[src/rtl/writeback_queue.sv]
// Circular writeback queue: packs valid functional-unit results at the tail and
// drains up to WRITE_PORTS entries per cycle, oldest first, onto register file write ports.
module writeback_queue #(
   parameter int unsigned DATA_WIDTH  = 64,
   parameter int unsigned STATE_WIDTH = 4,
   parameter int unsigned PHYS_COUNT  = 64,
   parameter int unsigned ADDR_WIDTH  = $clog2(PHYS_COUNT),
   parameter int unsigned SRC_PORTS   = 4,
   parameter int unsigned WRITE_PORTS = 2,
   parameter int unsigned DEPTH       = 8
) (
   input  logic                                   clk,
   input  logic                                   async_rst,
   input  logic                                   clk_en,
   input  logic [SRC_PORTS-1:0]                   src_data_en,
   input  logic [SRC_PORTS-1:0]                   src_state_en,
   input  logic [SRC_PORTS-1:0][ADDR_WIDTH-1:0]   src_addr,
   input  logic [SRC_PORTS-1:0][DATA_WIDTH-1:0]   src_data,
   input  logic [SRC_PORTS-1:0][STATE_WIDTH-1:0]  src_state,
   output logic                                   src_ready,
   output logic [WRITE_PORTS-1:0]                 wr_data_en,
   output logic [WRITE_PORTS-1:0]                 wr_state_en,
   output logic [WRITE_PORTS-1:0][ADDR_WIDTH-1:0] wr_addr,
   output logic [WRITE_PORTS-1:0][DATA_WIDTH-1:0] wr_data,
   output logic [WRITE_PORTS-1:0][STATE_WIDTH-1:0] wr_state,
   output logic [$clog2(DEPTH):0]                 count,
   output logic                                   overflow
);

   localparam int unsigned PW = $clog2(DEPTH);
   localparam int unsigned CW = PW + 1;

   typedef struct packed {
      logic                   data_flag;
      logic                   state_flag;
      logic [ADDR_WIDTH-1:0]  addr;
      logic [DATA_WIDTH-1:0]  data;
      logic [STATE_WIDTH-1:0] state;
   } entry_t;

   entry_t                      mem [DEPTH];
   logic [PW-1:0]               head;
   logic [PW-1:0]               tail;
   logic [SRC_PORTS-1:0]        src_valid;
   logic [SRC_PORTS-1:0][PW-1:0] slot;
   logic [CW-1:0]               push_cnt;
   logic [CW-1:0]               push_eff;
   logic [CW-1:0]               pop_cnt;
   logic                        do_push;
   logic                        drop;

   assign src_valid = src_data_en | src_state_en;
   assign src_ready = (count <= CW'(DEPTH - SRC_PORTS));
   assign do_push   = clk_en & src_ready;
   assign drop      = clk_en & ~src_ready & (|src_valid);
   assign push_eff  = do_push ? push_cnt : '0;

   // Valid sources are packed contiguously: each takes the slot after all lower-index valid sources.
   always_comb begin
      push_cnt = '0;
      slot     = '0;
      for (int unsigned i = 0; i < SRC_PORTS; i++) begin
         slot[i] = tail + PW'(push_cnt);
         if (src_valid[i])
            push_cnt = push_cnt + 1'b1;
      end
   end

   always_comb begin
      if (32'(count) < WRITE_PORTS)
         pop_cnt = count;
      else
         pop_cnt = CW'(WRITE_PORTS);
   end

   // Storage needs no reset: occupancy alone decides which slots are meaningful.
   always_ff @(posedge clk) begin
      if (do_push) begin
         for (int unsigned i = 0; i < SRC_PORTS; i++) begin
            if (src_valid[i])
               mem[slot[i]] <= '{data_flag:  src_data_en[i],
                                 state_flag: src_state_en[i],
                                 addr:       src_addr[i],
                                 data:       src_data[i],
                                 state:      src_state[i]};
         end
      end
   end

   always_ff @(posedge clk or posedge async_rst) begin
      if (async_rst) begin
         head        <= '0;
         tail        <= '0;
         count       <= '0;
         overflow    <= 1'b0;
         wr_data_en  <= '0;
         wr_state_en <= '0;
         wr_addr     <= '0;
         wr_data     <= '0;
         wr_state    <= '0;
      end else if (clk_en) begin
         for (int unsigned k = 0; k < WRITE_PORTS; k++) begin
            if (32'(pop_cnt) > k) begin
               wr_data_en[k]  <= mem[head + PW'(k)].data_flag;
               wr_state_en[k] <= mem[head + PW'(k)].state_flag;
               wr_addr[k]     <= mem[head + PW'(k)].addr;
               wr_data[k]     <= mem[head + PW'(k)].data;
               wr_state[k]    <= mem[head + PW'(k)].state;
            end else begin
               wr_data_en[k]  <= 1'b0;
               wr_state_en[k] <= 1'b0;
            end
         end
         head  <= head + PW'(pop_cnt);
         tail  <= tail + PW'(push_eff);
         count <= count + push_eff - pop_cnt;
         if (drop)
            overflow <= 1'b1;
      end
   end

endmodule
[config.mk]
export PLATFORM = sky130hd
export DESIGN_NAME = writeback_queue
export DESIGN_NICKNAME = d
export VERILOG_FILES = /design/src/rtl/writeback_queue.sv
export SDC_FILE = /design/constraint.sdc
export NUM_CORES = 2
export LEC_CHECK = 0
export ABC_AREA = 1
export CAP_MARGIN = 30
export CORE_UTILIZATION = 44
export CTS_CLUSTER_DIAMETER = 150
export DETAILED_ROUTE_END_ITERATION = 8
export GPL_TIMING_DRIVEN = 0
export PLACE_DENSITY = 0.62
export SYNTH_ARGS = -nofsm -noshare
export SYNTH_HDL_FRONTEND = slang
export SYNTH_SLANG_ARGS = --single-unit
[constraint.sdc]
create_clock -name clk -period 5.7 [get_ports clk]
set_input_delay 0.855 -clock clk [delete_from_list [all_inputs] [get_ports clk]]
set_output_delay 0.855 -clock clk [all_outputs]
set_load 0.02 [all_outputs]
==> metrics.txt <==
Slew Viols, Final=0; Seq/Total Area, Yosys=37.2%; endpoint of the worst hold path=mem[4][9]; CP Class=input pin to flip-flop; CTS max path bufs=3; Area growth syn-to-layout=15.2%; Slew headroom=21.5%; clock share of power=15.7%; Cells after Synth=9167; transition time of the tightest slew-check pin=1180 ps; status=complete, but fails checks; startpoint types=input pin; R2R cell count=12; Hold Path Cell Cnt=3; CP Capture Type=flip-flop; Avg WL per Cell=32.9 µm; violated checks=DRC; Max Clock Skew=58.4 ps; Comb power frac=61.5%; required time worst endpoint=6200 ps; core area=135000 µm²; drt total wl=380000 µm; DIE WIDTH=371 µm; via count=76400; asr flop ratio synth=21.1%; Final Cycle Share=99.9%; fraction of layout cells with a size suffix above 1=7.31%; H-tree depth=3; met3 global-route usage=23.6%; fmax=0.176 GHz; root buffer cell=clkbuf_16; Yosys reg bits=771; Total GRT Usage=52.9%; Antenna Nets Post-Route=0; placed cell areas=65500 µm²; setup violators final=0; HP Start=src_data[197]; First DRT Iteration DRCs=13700; mapped cell area=60000 µm²; syn_area_per_cell=6.55 µm²; Leakage Power=27.5 nW; largest net degree at the start of global routing=93; FP Rows=135; Initial Util=44.4%; critical path peak fanout=34; clock tree from TritonCTS=done; RSZ-0062 raised after global routing=no; routability cong.=1.10; first-pass GRT wire length=513000 µm; antenna violations before repair=113; number of synthesized flops with an enable pin=608; reg-to-reg startpoint=head[0]; Worst VDD drop=0.000359 V; port bufs=236; HP Class=input pin to flip-flop; max-cap viol count=0; CTS Sinks=771; # DRC=15; pwr/cell area=606 nW/µm²; GR met2 Demand/Resource=73.4%; worst reg2reg path endpoint=wr_data[123]; clock latency on the worst-skew pair=800 ps; FF-to-FF setup slack=460 ps; Seq pwr share=22.8%; vias in the first global route=67500; Yosys warnings=0; nets=9870; met1 Use GR=62.4%; First-pass DRT Iterations=9; Die Area=138000 µm²; crit path DAT=6190 ps; Post-CTS Hold Buffers=0; final worst path period need=5690 ps; GRT overflow=0; busiest grt layer=met2; syn nets=9495; cts repair resizes=0; Final Util=51.1%; Final Hold Viols=0; Clk pin slew, worst setup/hold paths=70 ps; Chip Height=371 µm; Final HPWL DP=279000 µm; design area=69100 µm²; Tot Pwr=41.9 mW; I/O pin cnt=465; cell-internal power=18.6 mW; drt via density=6.62; post-synth cell types=38; Switching Share=55.6%; P_sw=23.3 mW; Num CTS Buffers=94; ys flop type=edfxtp_1
## Yosys cell counts, types with 4 or more instances
cell type | n | area share (%)
nand3_1 | 1071 | 8.9
a21oi_1 | 307 | 2.6
buf_1 | 118 | 0.74
buf_6 | 7 | 0.13
clkbuf_1 | 475 | 3.0
edfxtp_1 | 608 | 30
nand2_1 | 3009 | 19
nor3_1 | 608 | 5.1
o21ai_1 | 263 | 2.2
dfrtp_1 | 163 | 6.8
xnor2_1 | 4 | 0.058
buf_4 | 39 | 0.49
buf_2 | 326 | 2.7
inv_1 | 331 | 2.1
ha_1 | 16 | 0.33
inv_2 | 15 | 0.094
mux2i_1 | 8 | 0.13
nand4_1 | 11 | 0.11
o21ai_0 | 742 | 6.2
clkbuf_2 | 63 | 0.53
nor2_1 | 632 | 4.0
nand2_2 | 7 | 0.073
nor2_4 | 16 | 0.30
fa_1 | 5 | 0.17
nand3_2 | 6 | 0.10
o211ai_1 | 296 | 3.7
## sequential cells by signal, indices dropped and copies added (netlist names)
signal,cells
head,3
mem,608
wr_data_en,2
wr_addr,12
wr_data,128
tail,3
wr_state,8
wr_state_en,2
overflow,1
count,4
## how the worst max path moves through the flow
stage / slack (ps) / startpoint / endpoint
2_1_floorplan: 30 / src_data_en[1] / mem[6][0]
3_3_place_gp: -4280 / src_state_en[0] / mem[7][48]
3_5_place_dp: -770 / src_state_en[0] / mem[6][54]
4_1_cts: 190 / src_state_en[0] / mem[3][32]
5_1_grt: 7 / src_state_en[0] / mem[3][17]
6_report: 6 / src_state_en[0] / mem[3][17]
## layer usage
layer  vias up  routed length, µm
li1      31600                  -
met1     35300             128000
met2      7444             153000
met3      1948              62500
met4        42              36400
met5         -                278
## critical path, cell delays in order
cell	delay, ps
clkdlybuf4s50_1	630
nor2_1	330
inv_1	160
ha_4	320
ha_1	140
inv_1	50
fa_1	670
inv_1	140
nand4_1	450
or2_1	180
clkbuf_1	450
buf_2	530
buf_2	460
nand3_4	380
buf_16	380
## area by class of cell
cell class | count | area [µm²]
Multi-Input combinational cell | 7021 | 31900
Clock buffer | 116 | 2500
Antenna cell | 131 | 328
Buffer | 1028 | 4560
Fill cell | 13600 | 66200
Inverter | 348 | 1310
Clock inverter | 61 | 749
Tap cell | 1781 | 2230
Timing Repair Buffer | 278 | 3200
Sequential cell | 771 | 22300
## stage by stage
| step | TNS [ps] | hold slack [ps] | setup slack, ps | cells |
|---|---|---|---|---|
| floorplan | 0 | 575 | 33.1 | 9167 |
| global placement | -2356600 | 461 | -4280 | 11200 |
| detailed placement | -99920 | 465 | -770 | 11200 |
| CTS | 0 | 436 | 186 | 11400 |
| global route | 0 | 460 | 7.41 | 11400 |
| finish | 0 | 429 | 5.61 | 11500 |
## logic make-up (layout without fill, tap and decap cells)
logic type               after synthesis  after routing  share of synthesized area, %
other                                  0            131                             0
AO/OA/AOI/OAI                       1612           1612                          14.7
multiplexers                           8              8                         0.133
adder cells (fa/ha/maj)               21             21                         0.500
flip-flops                           771            771                          37.2
buffers and inverters               1376           1831                          9.75
XOR/XNOR                               7              7                         0.102
AND/OR/NAND/NOR                     5372           5373                          37.6
## cell usage in the layout, fill, tap and decap left out, drive strengths merged, types with 4 or more instances in the layout
cell,n
nand3,1080
clkinvlp,7
bufinv,12
clkinv,38
mux2i,8
dfrtp,163
buf,532
o21ai,1005
or2,4
clkbuf,654
nor3,608
fa,5
nand4,13
clkdlybuf4s50,236
nand2,3017
a21oi,307
ha,16
edfxtp,608
nor2,649
diode,131
inv,352
xnor2,4
o211ai,296
## power groups by stage
stage                     Clock [mW]  Sequential, mW  Combinational [mW]
after floorplan                    0            10.2                11.9
after global placement             0            9.84                22.9
after detailed placement           0            9.59                23.7
after CTS                       6.49            9.49                23.8
after global routing            6.70            9.69                26.0
final                           6.59            9.55                25.8
## what timing repair did
action / CTS / global route
pin swaps: 1 / 1
setup endpoints to repair: 9 / 58
setup buffers: 1 / 0
cloned: 0 / 1
(Power assumes the default switching activity.)
